<file path="src/rtl/imem_loader.sv">
// -----------------------------------------------------------------------------
// imem_loader
//
// Boot-time program loader for the instruction memory. It takes a byte stream
// on a valid/ready port and assembles little-endian 32-bit words from it. Each
// word is written to the imem write port at a word-aligned byte address. The
// core is held stalled until the whole image has been written.
//
// Stream format: N (low byte first), then 4*N data bytes. When the optional
// trailer is enabled, one XOR checksum byte follows the data.
//
// Optional feature macro: IMEM_LOADER_CHECKSUM_EN
//   When defined, a CHK state and an 8-bit XOR checksum register are built in.
//   The loader then expects one trailer byte after the data. A mismatch sends
//   the loader to the error state.
//
// Parameters:
//   DEPTH  imem capacity in 32-bit words
//   CNT_W  width of the word-count header field
//
// Ports:
//   i_clk          system clock, rising edge
//   i_reset        asynchronous, active-high reset
//   i_in_valid     byte source has data
//   i_in_data      stream byte
//   o_in_ready     loader accepts a byte this cycle
//   i_reload       single-cycle pulse; restarts loading from DONE
//   o_imem_we      imem write enable, one-cycle pulse per word
//   o_imem_wa      imem byte address (word aligned)
//   o_imem_wd      imem write data
//   o_core_stall   holds fetch stage and PC
//   o_load_done    image loaded, core running
//   o_error        load failed; sticky until reset
// -----------------------------------------------------------------------------
module imem_loader #(
    parameter int DEPTH = 64,
    parameter int CNT_W = 16
) (
    input  logic        i_clk,
    input  logic        i_reset,
    input  logic        i_in_valid,
    input  logic [7:0]  i_in_data,
    output logic        o_in_ready,
    input  logic        i_reload,
    output logic        o_imem_we,
    output logic [31:0] o_imem_wa,
    output logic [31:0] o_imem_wd,
    output logic        o_core_stall,
    output logic        o_load_done,
    output logic        o_error
);

    localparam int IDX_W = (DEPTH > 1) ? $clog2(DEPTH) : 1;

    typedef enum logic [2:0] {
        S_LEN_LO,
        S_LEN_HI,
        S_DATA,
`ifdef IMEM_LOADER_CHECKSUM_EN
        S_CHK,
`endif
        S_FLUSH,
        S_DONE,
        S_ERR
    } state_t;

    state_t             r_state;
    state_t             w_next_state;

    logic [7:0]         r_n_lo;
    logic [CNT_W-1:0]   r_n;
    logic [IDX_W-1:0]   r_word_idx;
    logic [1:0]         r_byte_cnt;
    logic [23:0]        r_asm;        // first three bytes of the word, byte 0 in [7:0]
    logic               r_imem_we;
    logic [31:0]        r_imem_wa;
    logic [31:0]        r_imem_wd;
    logic               r_core_stall;
    logic               r_load_done;
    logic               r_error;
`ifdef IMEM_LOADER_CHECKSUM_EN
    logic [7:0]         r_chk;
`endif

    logic               w_in_ready;
    logic               w_accept;
    logic [15:0]        w_hdr_n;
    logic               w_last_word;
    logic               w_word_done;

    // Ready depends only on state, so there is no combinational path from valid.
    assign w_in_ready  = (r_state == S_LEN_LO) || (r_state == S_LEN_HI) ||
`ifdef IMEM_LOADER_CHECKSUM_EN
                         (r_state == S_CHK) ||
`endif
                         (r_state == S_DATA);
    assign w_accept    = i_in_valid & w_in_ready;
    assign w_hdr_n     = {i_in_data, r_n_lo};
    assign w_last_word = ((32'(r_word_idx) + 32'd1) == 32'(r_n));
    assign w_word_done = (r_state == S_DATA) && w_accept && (r_byte_cnt == 2'd3);

    // -------------------------------------------------------------------------
    // Next-state logic
    // -------------------------------------------------------------------------
    always_comb begin
        w_next_state = r_state;
        case (r_state)
            S_LEN_LO: begin
                if (w_accept) w_next_state = S_LEN_HI;
            end
            S_LEN_HI: begin
                if (w_accept) begin
                    if (32'(w_hdr_n) > 32'(DEPTH)) begin
                        w_next_state = S_ERR;
                    end else if (w_hdr_n == 16'd0) begin
`ifdef IMEM_LOADER_CHECKSUM_EN
                        // An empty image still carries its (zero) trailer.
                        w_next_state = S_CHK;
`else
                        w_next_state = S_DONE;
`endif
                    end else begin
                        w_next_state = S_DATA;
                    end
                end
            end
            S_DATA: begin
                if (w_word_done && w_last_word) begin
`ifdef IMEM_LOADER_CHECKSUM_EN
                    w_next_state = S_CHK;
`else
                    w_next_state = S_FLUSH;
`endif
                end
            end
`ifdef IMEM_LOADER_CHECKSUM_EN
            S_CHK: begin
                if (w_accept) w_next_state = (i_in_data == r_chk) ? S_FLUSH : S_ERR;
            end
`endif
            // Gives the last imem write its cycle before the stall is released.
            S_FLUSH: w_next_state = S_DONE;
            S_DONE: begin
                if (i_reload) w_next_state = S_LEN_LO;
            end
            S_ERR:   w_next_state = S_ERR;
            default: w_next_state = S_LEN_LO;
        endcase
    end

    // -------------------------------------------------------------------------
    // State register and datapath
    // -------------------------------------------------------------------------
    always_ff @(posedge i_clk or posedge i_reset) begin
        if (i_reset) begin
            r_state      <= S_LEN_LO;
            r_n_lo       <= '0;
            r_n          <= '0;
            r_word_idx   <= '0;
            r_byte_cnt   <= '0;
            r_asm        <= '0;
            r_imem_we    <= 1'b0;
            r_imem_wa    <= '0;
            r_imem_wd    <= '0;
            r_core_stall <= 1'b1;
            r_load_done  <= 1'b0;
            r_error      <= 1'b0;
`ifdef IMEM_LOADER_CHECKSUM_EN
            r_chk        <= '0;
`endif
        end else begin
            r_state   <= w_next_state;
            r_imem_we <= 1'b0;

            // Status outputs are registered from the state being entered, so
            // they change on the same edge as the state does.
            r_core_stall <= (w_next_state != S_DONE);
            r_load_done  <= (w_next_state == S_DONE);
            r_error      <= (w_next_state == S_ERR);

            case (r_state)
                S_LEN_LO: begin
                    if (w_accept) r_n_lo <= i_in_data;
                end
                S_LEN_HI: begin
                    if (w_accept) r_n <= CNT_W'(w_hdr_n);
                end
                S_DATA: begin
                    if (w_accept) begin
`ifdef IMEM_LOADER_CHECKSUM_EN
                        r_chk <= r_chk ^ i_in_data;
`endif
                        r_byte_cnt <= r_byte_cnt + 2'd1;
                        if (r_byte_cnt == 2'd3) begin
                            r_imem_we <= 1'b1;
                            r_imem_wa <= 32'({r_word_idx, 2'b00});
                            r_imem_wd <= {i_in_data, r_asm};
                            // Hold the index on the final word so it never wraps.
                            if (!w_last_word) r_word_idx <= r_word_idx + 1'b1;
                        end else begin
                            r_asm <= {i_in_data, r_asm[23:8]};
                        end
                    end
                end
                S_DONE: begin
                    if (i_reload) begin
                        r_word_idx <= '0;
                        r_byte_cnt <= '0;
                        r_asm      <= '0;
`ifdef IMEM_LOADER_CHECKSUM_EN
                        r_chk      <= '0;
`endif
                    end
                end
                default: ;
            endcase
        end
    end

    assign o_in_ready   = w_in_ready;
    assign o_imem_we    = r_imem_we;
    assign o_imem_wa    = r_imem_wa;
    assign o_imem_wd    = r_imem_wd;
    assign o_core_stall = r_core_stall;
    assign o_load_done  = r_load_done;
    assign o_error      = r_error;

endmodule
</file>
<file path="config.mk">
export PLATFORM = sky130hd
export DESIGN_NAME = imem_loader
export DESIGN_NICKNAME = d
export VERILOG_FILES = /design/src/rtl/imem_loader.sv
export SDC_FILE = /design/constraint.sdc
export NUM_CORES = 1
export LEC_CHECK = 0
export BUFFER_PORTS_ARGS = -buffer_cell sky130_fd_sc_hd__buf_2
export CORE_MARGIN = 8
export CORE_UTILIZATION = 62
export CTS_BUF_LIST = sky130_fd_sc_hd__clkbuf_4 sky130_fd_sc_hd__clkbuf_8
export DETAILED_ROUTE_END_ITERATION = 10
export PLACE_DENSITY = 0.87
export SYNTH_ARGS = -nofsm -noshare
export SYNTH_HDL_FRONTEND = slang
export SYNTH_SLANG_ARGS = --single-unit
</file>
<file path="constraint.sdc">
create_clock -name i_clk -period 4.5 [get_ports i_clk]
set_input_delay 0 -clock i_clk [delete_from_list [all_inputs] [get_ports i_clk]]
set_output_delay 0 -clock i_clk [all_outputs]
set_load 0.005 [all_outputs]
</file>
== Yosys cells after proc, flatten, opt, wreduce, memory -nomap -nowiden ==
Cells that the tools add are included.

* Input bits: 12
* Word-level logic and storage cells: 68
* Flip-flop bits (word level): 101
* Output and inout port bits: 69
* Memory bits (writable): 0
* Memories: 0
* Bits in read-only memories: 0
* Latch bits: 0

* Reduce and logical (&&, ||, !) cells: 14
* Bitwise operators: 1
* Shift-type cells: 0
* $lt $le $gt $ge: 1
* Eq/ne operators: 15
* Multipliers: 0
* $add $sub $neg: 3
* Divide/modulo/power cells: 0
* Multiplexer cells: 22

{| class="wikitable"
|+ Operators with widths
! operator !! number
|-
| 2-to-1 mux 24 bit || 3
|-
| case mux 24 bit (2 select lines) || 1
|-
| 2-to-1 mux 6 bit || 4
|-
| 2-to-1 mux 3 bit || 6
|-
| case mux 3 bit (6 select lines) || 1
|-
| equality test 7 x 16 -> 1 bit || 1
|-
| greater-than comparator 16 x 7 -> 1 bit (second input constant) || 1
|-
| zero test 16 bit || 1
|-
| equality test 3 bit (second input constant) || 4
|-
| case mux 6 bit (2 select lines) || 1
|-
| != test 2 bit (second input constant) || 4
|-
| adder 6 x 1 -> 7 bit (second input constant) || 1
|-
| adder 6 x 1 -> 6 bit (second input constant) || 1
|-
| equality test 3 x 2 -> 1 bit (second input constant) || 2
|-
| AND reduction 3 bit || 2
|-
| AND reduction 5 bit || 1
|-
| 2-to-1 mux 2 bit || 2
|-
| case mux 2 bit (2 select lines) || 1
|-
| AND reduction 2 bit || 2
|-
| AND reduction 4 bit || 1
|-
| equality test 3 x 1 -> 1 bit (second input constant) || 1
|-
| logical AND 1 bit || 3
|-
| zero test 3 bit || 1
|-
| 2-to-1 mux 1 bit || 3
|-
| other kinds (7) || 8
|}

== Longest topological paths before layout ==
Gate-level depths: netlist of run 1.

* Depth after elaboration: 10
* Mapped depth: 9

== Worst setup path before layout of run 1 ==
No wires, ideal clock.

* Kind: reg-to-reg
* From: reg r_word_idx[1]
* To: reg r_word_idx[2]
* Slack: 2330 ps
* Arrival time: 2044 ps
* Library setup time: 125 ps
* Stages on the path, launching flop included: 8
* Cell sequence: dfrtp_1 ha_1 buf_2 or4b_1 and4_1 o31ai_4 or2b_4 o21ai_1

* Longest elaborated chain between the ends: 5
* Elaborated cells between the ends (all ways): 9
* Classes of those cells: 2 x add/sub; 2 x eq/ne; 4 x mux; 1 x reduce/logical

{| class="wikitable"
|+ Ends and longest elaborated chain
! item !! RTL line !! RTL
|-
| start: declaration || 72 || <nowiki>logic [IDX_W-1:0] r_word_idx;</nowiki>
|-
| start signal: assignment || 199 || <nowiki>if (!w_last_word) r_word_idx <= r_word_idx + 1'b1;</nowiki>
|-
| branches (longest 5 deep; another with adder 6 x 1 -> 7 bit) || - ||
|}

Several ways; the timed one is not identified. The select of a mux whose other input is x is not followed.
A chain may end at the register's enable or synchronous reset.

== Worst setup path after layout of run 1 ==
* From: reg r_word_idx[0]
* To: reg r_word_idx[3]

The elaborated chain is that of the path after synthesis.

==> metrics.txt, run 1 <==
# TYPE chip_impl_metric gauge
chip_impl_metric{name="grt_first_pass_wirelength",unit="mm"} 14.70
chip_impl_metric{name="floorplan.die.width",unit="microns"} 102.0
chip_impl_info{name="criticalPathCategory",value="reg -> reg"} 1
chip_impl_metric{name="initialDrtViolationCount",unit=""} 178
chip_impl_metric{name="clock_sink_total",unit=""} 101
chip_impl_info{name="cp-end-kind",value="register"} 1
chip_impl_metric{name="clock.fmax",unit="MHz"} 417.8
chip_impl_metric{name="slew-limit-headroom",unit=""} 0.3711
chip_impl_metric{name="synthesis.area",unit="sq mm"} 0.004588
chip_impl_metric{name="clkLatencyLatePin",unit="ns"} 0.36
chip_impl_info{name="critPathLaunchType",value="register"} 1
chip_impl_metric{name="tightest_slew",unit="ns"} 0.9433
chip_impl_metric{name="power_density",unit="mW/mm^2"} 434.3
chip_impl_info{name="yosys_most_used_dff",value="sky130_fd_sc_hd__dfrtp_1"} 1
chip_impl_metric{name="synth_largest_type_area_fraction",unit=""} 0.5454
chip_impl_metric{name="num-fill-cells",unit=""} 507
chip_impl_metric{name="slew_viol_final",unit=""} 0
chip_impl_metric{name="start_util",unit=""} 0.6360
chip_impl_metric{name="multiInputGateArea",unit="sq mm"} 0.001823
chip_impl_metric{name="finalSetupViolCount",unit=""} 0
chip_impl_metric{name="timing.critical_path.required",unit="ns"} 4.73
chip_impl_info{name="cts_root_buf",value="sky130_fd_sc_hd__clkbuf_8"} 1
chip_impl_info{name="holdCritPathClass",value="in -> reg"} 1
chip_impl_metric{name="cp_max_fo",unit=""} 11
chip_impl_metric{name="floorplan.rows",unit=""} 31
chip_impl_metric{name="count_of_non_filler_cells_in_the_finished_layout",unit=""} 556
chip_impl_info{name="timing.critical_path.to",value="r_word_idx[3]"} 1
chip_impl_metric{name="synthToLayoutAreaGrowth",unit="%"} 10.20
chip_impl_metric{name="grt_pass1_vias",unit=""} 3011
chip_impl_metric{name="flops_latches_synth",unit=""} 101
chip_impl_metric{name="layout-drive-gt1-share",unit=""} 0.3217
chip_impl_metric{name="per_cell_via_count_in_the_routed_design",unit=""} 5.419
chip_impl_metric{name="globalplace.congestion",unit=""} 0.8700
chip_impl_info{name="crit_start",value="r_word_idx[0]"} 1
chip_impl_metric{name="ff2ff_setup_slack",unit="ns"} 2.11
chip_impl_metric{name="place.detailed.instances",unit=""} 530
chip_impl_metric{name="path_clk_slew",unit="ns"} 0.09
chip_impl_metric{name="die_area",unit="sq mm"} 0.01041
chip_impl_metric{name="antenna_diodes",unit=""} 0
chip_impl_metric{name="synth_enable_flop_cells",unit=""} 0
chip_impl_metric{name="grtUsageTotal",unit=""} 0.1803
chip_impl_info{name="most-common-layout-cells",value="sky130_fd_sc_hd__dfrtp_1, sky130_fd_sc_hd__mux2_2, sky130_fd_sc_hd__nand2_1"} 1
chip_impl_metric{name="p_leak",unit="uW"} 0.002486
chip_impl_metric{name="number_of_distinct_library_cells_after_synthesis",unit=""} 52
chip_impl_metric{name="hpwlAfterDp",unit="mm"} 6.275
chip_impl_metric{name="power.total",unit="uW"} 2196
chip_impl_metric{name="clk_path_buf_depth",unit=""} 2
chip_impl_metric{name="detail_route.first_pass.iterations",unit=""} 4
chip_impl_metric{name="portBuffers",unit=""} 54
chip_impl_metric{name="post_synth_inst_count",unit=""} 398
chip_impl_metric{name="fin_tns_setup",unit="ns"} 0
chip_impl_metric{name="r2r.worst_path.cells",unit=""} 6
chip_impl_metric{name="layout_worst_path_cycle_share",unit=""} 0.5319
chip_impl_metric{name="average_footprint_of_a_synthesized_cell",unit="sq um"} 11.53
chip_impl_metric{name="die_height",unit="microns"} 102.0
chip_impl_info{name="yosys-top-cells-area",value="sky130_fd_sc_hd__dfrtp_1, sky130_fd_sc_hd__mux2_2, sky130_fd_sc_hd__nand2_1"} 1
chip_impl_metric{name="vdd.ir_drop.worst",unit="mV"} 0.2430
chip_impl_info{name="largest_area_contributor_in_the_netlist",value="sky130_fd_sc_hd__dfrtp_1"} 1
chip_impl_metric{name="dr_total_vias",unit=""} 3013
chip_impl_metric{name="cap_violations",unit=""} 0
chip_impl_metric{name="async_reset_ff_frac",unit=""} 1.000
chip_impl_info{name="status",value="complete, no violations"} 1
chip_impl_metric{name="timing.final.hold_violations",unit=""} 0
chip_impl_info{name="cts_tree",value="done"} 1
chip_impl_metric{name="antenna_found_initial",unit=""} 0
chip_impl_metric{name="inserted_clock_buffers",unit=""} 9
chip_impl_metric{name="pin_count_of_the_biggest_net_entering_global_routing",unit=""} 53
chip_impl_metric{name="routed_wire_length_per_instance",unit="microns"} 16.04
chip_impl_info{name="worst_reg2reg_path_startpoint",value="r_word_idx[0]"} 1
chip_impl_metric{name="gr-total-overflow",unit=""} 0
chip_impl_metric{name="synth-warning-count",unit=""} 0
chip_impl_metric{name="num-nets-final",unit=""} 466
chip_impl_info{name="final_common_cell",value="sky130_fd_sc_hd__dfrtp_1"} 1
chip_impl_metric{name="synth_sequential_area_ratio",unit=""} 0.5511
chip_impl_metric{name="utilization",unit=""} 0.7008
chip_impl_info{name="grt_setup_unrepaired",value="false"} 1
chip_impl_metric{name="layout_min_cycle_time",unit="ns"} 2.393
chip_impl_metric{name="drc",unit=""} 0
chip_impl_metric{name="area.sequential",unit="sq mm"} 0.002529
chip_impl_metric{name="critical_path_data_arrival_time",unit="ns"} 2.63
chip_impl_metric{name="coreArea",unit="sq mm"} 0.007214
chip_impl_metric{name="route.antenna.remaining_nets",unit=""} 0
chip_impl_metric{name="number_of_i_o_pins",unit=""} 81
chip_impl_metric{name="cts_htree_levels",unit=""} 3
chip_impl_metric{name="finalClockSkew",unit="ns"} 0.01272
chip_impl_info{name="worst_r2r_endpoint",value="r_word_idx[3]"} 1
chip_impl_metric{name="drt-total-wl",unit="mm"} 8.919
Yosys cell counts (2+ instances only):
library cell	instances
sky130_fd_sc_hd__nand2b_1	2
sky130_fd_sc_hd__and2_1	5
sky130_fd_sc_hd__buf_6	3
sky130_fd_sc_hd__buf_2	7
sky130_fd_sc_hd__clkbuf_1	10
sky130_fd_sc_hd__ha_1	2
sky130_fd_sc_hd__o21ai_0	33
sky130_fd_sc_hd__nand2_2	2
sky130_fd_sc_hd__and3_1	2
sky130_fd_sc_hd__mux2_2	62
sky130_fd_sc_hd__nor3_1	2
sky130_fd_sc_hd__o2111ai_1	2
sky130_fd_sc_hd__nor4_1	5
sky130_fd_sc_hd__dfrtp_1	100
sky130_fd_sc_hd__nand2_1	58
sky130_fd_sc_hd__nor2_1	13
sky130_fd_sc_hd__buf_4	28
sky130_fd_sc_hd__nor2b_1	4
sky130_fd_sc_hd__a21oi_1	5
sky130_fd_sc_hd__o21ai_1	2
sky130_fd_sc_hd__a31oi_1	3
sky130_fd_sc_hd__o21bai_1	2
sky130_fd_sc_hd__xnor2_1	4
sky130_fd_sc_hd__nand3_1	9
sky130_fd_sc_hd__o31ai_1	2
sky130_fd_sc_hd__inv_1	4
sky130_fd_sc_hd__nand3b_1	2
sequential cells by signal (all words and copies together), names as in the netlist:
register and cells:
r_n_lo 8, r_byte_cnt 2, o_imem_wd 32, o_imem_we 1, o_core_stall 1, r_state 3, r_word_idx 6, o_imem_wa 6
r_n 16, o_load_done 1, r_asm 24, o_error 1
worst max-delay path, cell delays in order, from the launching register on:
cell	delay [ns]
sky130_fd_sc_hd__dfrtp_1	0.51
sky130_fd_sc_hd__ha_1	0.37
sky130_fd_sc_hd__or4b_1	0.53
sky130_fd_sc_hd__and4_1	0.22
sky130_fd_sc_hd__o31ai_4	0.35
sky130_fd_sc_hd__or2b_4	0.22
sky130_fd_sc_hd__o31ai_1	0.07
what timing repair did:
item	in CTS	in global routing
hold buffers	10	0
buffers inserted	0	0
resized for setup	0	0
endpoints found under the hold margin	83	0
per-layer routing:
layer,global-route usage,vias up,part of all wire
met1,0.2401,1484,0.44
met2,0.2829,101,0.47
met4,0.07223,0,0.017
met5,0,-,0
met3,0.03610,13,0.074
li1,-,1415,-
worst min path at each step:
stage / startpoint / endpoint / slack [ns] / cells past startpoint
finish: i_reload / r_byte_cnt[1] / 0.02 / 4
global route: i_reload / r_byte_cnt[1] / 0.04 / 4
CTS: i_reload / r_byte_cnt[1] / 0.009 / 4
detailed placement: i_reset / o_imem_wd[3] / 0.12 / 2
global placement: i_reset / o_imem_we / 0.12 / 2
floorplan: i_in_data[0] / r_asm[16] / 0.14 / 2
logic make-up (layout without fill, tap and decap cells):
logic type,Yosys count,count (layout),share of synthesized area
XOR/XNOR,6,6,0.01309
adder cells (fa/ha/maj),2,2,0.005453
multiplexers,62,62,0.1522
buffers and inverters,52,86,0.07226
AND/OR/NAND/NOR,117,117,0.1265
AO/OA/AOI/OAI,57,57,0.07854
other,1,26,0.0008173
flip-flops,101,101,0.5511
layout make-up:
class | count | share of cell area
sequential | 101 | 0.5001
multi-input combinational | 270 | 0.3606
timing repair buffer | 66 | 0.07622
clock buffer | 10 | 0.02598
tap | 99 | 0.02450
clock inverter | 6 | 0.009156
inverter | 4 | 0.003464
metrics by stage:
| stage | hold slack, ns | cell area, sq um | setup slack [ns] |
|---|---|---|---|
| floorplan | 0.1360 | 4682 | 1.855 |
| global placement | 0.1197 | 4778 | 2.204 |
| detailed placement | 0.1231 | 4778 | 2.131 |
| CTS | 0.008553 | 5056 | 2.122 |
| global route | 0.04294 | 5056 | 1.873 |
| finish | 0.01980 | 5056 | 2.107 |
power by group:
group	switching, uW	internal (uW)
logic	222	227
clock network	313	211
registers	156	1070
total	691	1500
(Power assumes the default switching activity.)
==> inputs of run 2 (changes only) <==
CORE_UTILIZATION = 58   (was 62)
PLACE_DENSITY = 0.82   (was 0.87)
clock period = 2.4 ns   (was 4.5 ns; I/O delays follow)
==> run 2 against run 1 <==
Compared with the run above:
- clock-buffer cell count is 1 higher
- register-to-register slack worse by 2.0 ns
- clock skew is 0.0021 ns lower
- die area is 5.8% higher
- critical path type unchanged
- final cell count is 3.1% higher
- largest power group unchanged
- utilization is 2.6 points lower
- clock power is 90% higher
==> metrics.txt, run 2 (synthesis results as in run 1) <==
# TYPE chip_impl_metric gauge
chip_impl_metric{name="cp_num_cells",unit=""} 6
chip_impl_info{name="grt_setup_unrepaired",value="false"} 1
chip_impl_metric{name="timing.critical_path.required",unit="ns"} 2.64
chip_impl_metric{name="per_cell_via_count_in_the_routed_design",unit=""} 5.466
chip_impl_metric{name="dr_total_vias",unit=""} 3132
chip_impl_info{name="most-common-layout-cells",value="sky130_fd_sc_hd__dfrtp_1, sky130_fd_sc_hd__mux2_2, sky130_fd_sc_hd__nand2_1"} 1
chip_impl_metric{name="number_of_i_o_pins",unit=""} 81
chip_impl_info{name="path_cells",value="nand3_1 > or4b_1 > and4_1 > o31ai_4 > or2b_4 > o31ai_1"} 1
chip_impl_metric{name="synthToLayoutAreaGrowth",unit="%"} 13.04
chip_impl_metric{name="drc",unit=""} 0
chip_impl_metric{name="cts_htree_levels",unit=""} 3
chip_impl_metric{name="largest_register_ff_count",unit=""} 32
chip_impl_info{name="criticalPathCategory",value="reg -> reg"} 1
chip_impl_metric{name="cp_max_fo",unit=""} 8
chip_impl_metric{name="gr-total-overflow",unit=""} 0
chip_impl_info{name="critical-path-slowest-cell",value="sky130_fd_sc_hd__dfrtp_1"} 1
chip_impl_metric{name="start_util",unit=""} 0.5968
chip_impl_metric{name="timing.critical_path.slowest_cell_delay",unit="ns"} 0.54
chip_impl_metric{name="num-fill-cells",unit=""} 606
chip_impl_metric{name="coreArea",unit="sq mm"} 0.007687
chip_impl_info{name="cts_tree",value="done"} 1
chip_impl_info{name="status",value="complete, no violations"} 1
chip_impl_metric{name="grtUsageTotal",unit=""} 0.1775
chip_impl_metric{name="finalHoldWorstSlack",unit="ns"} 0.2875
chip_impl_metric{name="grt_first_pass_wirelength",unit="mm"} 16.03
chip_impl_metric{name="critical_path_data_arrival_time",unit="ns"} 2.53
chip_impl_metric{name="antenna_diodes",unit=""} 0
chip_impl_metric{name="portBuffers",unit=""} 54
chip_impl_metric{name="die_height",unit="microns"} 104.9
chip_impl_metric{name="clock.fmax",unit="MHz"} 435.7
chip_impl_info{name="holdCritPathClass",value="in -> async"} 1
chip_impl_metric{name="slew-limit-headroom",unit=""} 0.5368
chip_impl_metric{name="clk_path_buf_depth",unit=""} 2
chip_impl_metric{name="cap_violations",unit=""} 0
chip_impl_metric{name="layout_min_cycle_time",unit="ns"} 2.295
chip_impl_metric{name="hpwlAfterDp",unit="mm"} 6.492
chip_impl_metric{name="r2r.worst_path.cells",unit=""} 6
chip_impl_metric{name="clock_sink_total",unit=""} 101
chip_impl_metric{name="floorplan.rows",unit=""} 32
chip_impl_metric{name="postCtsSetupRepairBufs",unit=""} 0
chip_impl_info{name="critPathLaunchType",value="register"} 1
chip_impl_metric{name="pin_count_of_the_biggest_net_entering_global_routing",unit=""} 51
chip_impl_metric{name="vdd.ir_drop.worst",unit="mV"} 0.5051
chip_impl_info{name="final_common_cell",value="sky130_fd_sc_hd__dfrtp_1"} 1
chip_impl_metric{name="antenna_found_initial",unit=""} 0
chip_impl_info{name="cts_root_buf",value="sky130_fd_sc_hd__clkbuf_8"} 1
chip_impl_metric{name="clkLatencyLatePin",unit="ns"} 0.36
chip_impl_metric{name="die_area",unit="sq mm"} 0.01101
chip_impl_metric{name="power.total",unit="uW"} 4183
chip_impl_info{name="critical-path-top-delay-family",value="simple AND/OR/NAND/NOR gates"} 1
chip_impl_info{name="cp-end-kind",value="register"} 1
chip_impl_metric{name="floorplan.die.width",unit="microns"} 104.9
chip_impl_metric{name="finalClockSkew",unit="ns"} 0.01063
chip_impl_metric{name="slew_viol_final",unit=""} 0
chip_impl_metric{name="route.antenna.remaining_nets",unit=""} 0
chip_impl_metric{name="inserted_clock_buffers",unit=""} 9
chip_impl_metric{name="tightest_slew",unit="ns"} 0.6934
chip_impl_metric{name="finalSetupViolCount",unit=""} 0
chip_impl_metric{name="timing.final.hold_violations",unit=""} 0
chip_impl_metric{name="fin_tns_setup",unit="ns"} 0
chip_impl_metric{name="routed_wire_length_per_instance",unit="microns"} 16.16
chip_impl_metric{name="power_density",unit="mW/mm^2"} 806.5
chip_impl_metric{name="cp.buffers_inverters",unit=""} 0
chip_impl_metric{name="layout_worst_path_cycle_share",unit=""} 0.9564
chip_impl_metric{name="layout-drive-gt1-share",unit=""} 0.3397
chip_impl_metric{name="grt_pass1_vias",unit=""} 3258
chip_impl_metric{name="initialDrtViolationCount",unit=""} 169
chip_impl_metric{name="globalplace.congestion",unit=""} 0.7906
chip_impl_metric{name="path_clk_slew",unit="ns"} 0.10
chip_impl_metric{name="num-nets-final",unit=""} 480
chip_impl_metric{name="drt-total-wl",unit="mm"} 9.260
chip_impl_metric{name="detail_route.first_pass.iterations",unit=""} 4
chip_impl_metric{name="p_leak",unit="uW"} 0.002559
-- run 2: cell types whose count changed in the layout (fill, tap and decap cells not counted) --
cell / change
sky130_fd_sc_hd__dlygate4sd3_1: +1
sky130_fd_sc_hd__buf_4: +12
sky130_fd_sc_hd__clkinv_2: -1
sky130_fd_sc_hd__clkbuf_4: +1
sky130_fd_sc_hd__inv_6: -1
sky130_fd_sc_hd__inv_4: -1
sky130_fd_sc_hd__clkinvlp_4: +1
sky130_fd_sc_hd__buf_12: +1
sky130_fd_sc_hd__inv_8: +1
-- run 2: routing by layer --
metal | share of wire | up-vias | GRT usage
met5 | 0 | - | 0
met2 | 0.46 | 116 | 0.2778
met3 | 0.068 | 15 | 0.05713
met1 | 0.45 | 1548 | 0.2233
li1 | - | 1453 | -
met4 | 0.017 | 0 | 0.07238
-- run 2: area by class of cell --
cell class / instances / area (sq um) / share of cell area
inverters: 4 / 18.77 / 0.003619
well taps: 102 / 127.6 / 0.02461
clock buffers: 11 / 138.9 / 0.02678
flip-flops and latches: 101 / 2529 / 0.4876
multi-input cells: 270 / 1823 / 0.3515
clock inverters: 5 / 43.79 / 0.008444
repair buffers: 80 / 505.5 / 0.09747
-- run 2: per-stage QoR --
| step | worst slack [ns] | std cells | cell area (sq um) | utilization |
|---|---|---|---|---|
| final | 0.1047 | 573 | 5186 | 0.6746 |
| after global routing | 0.01523 | 573 | 5186 | 0.6746 |
| after CTS | 0.1421 | 573 | 5186 | 0.6746 |
| after detailed placement | 0.1430 | 546 | 4893 | 0.6366 |
| after global placement | 0.2151 | 546 | 4893 | 0.6366 |
| after floorplan | 0.2303 | 423 | 4686 | - |
-- run 2: worst min-delay path: stages --
cell and delay (ns):
sky130_fd_sc_hd__dlygate4sd3_1 0.54, sky130_fd_sc_hd__buf_2 0.13, sky130_fd_sc_hd__clkinvlp_4 0.46
-- run 2: final timing paths --
kind | start | to | slack, ns
max in group asynchronous | i_reset | r_word_idx[0] | 1.39
worst max register to register | r_word_idx[3] | r_word_idx[4] | 0.10
min in group i_clk | i_in_valid | r_state[1] | 0.47
worst max-delay path | r_word_idx[3] | r_word_idx[4] | 0.10
worst min register to register | r_asm[4] | r_asm[4] | 0.48
worst min-delay path | i_reset | o_imem_wd[25] | 0.29
-- run 2: what timing repair did --
| action | in CTS | in global routing |
|---|---|---|
| endpoints found under the hold margin | 64 | 0 |
| gates resized for setup | 0 | 0 |
| hold buffers | 11 | 0 |
-- run 2: report_power, final --
group	internal, uW	total [uW]	switching (uW)
registers	2000	2250	252
clock network	414	1000	591
logic	468	926	458
total	2880	4180	1300
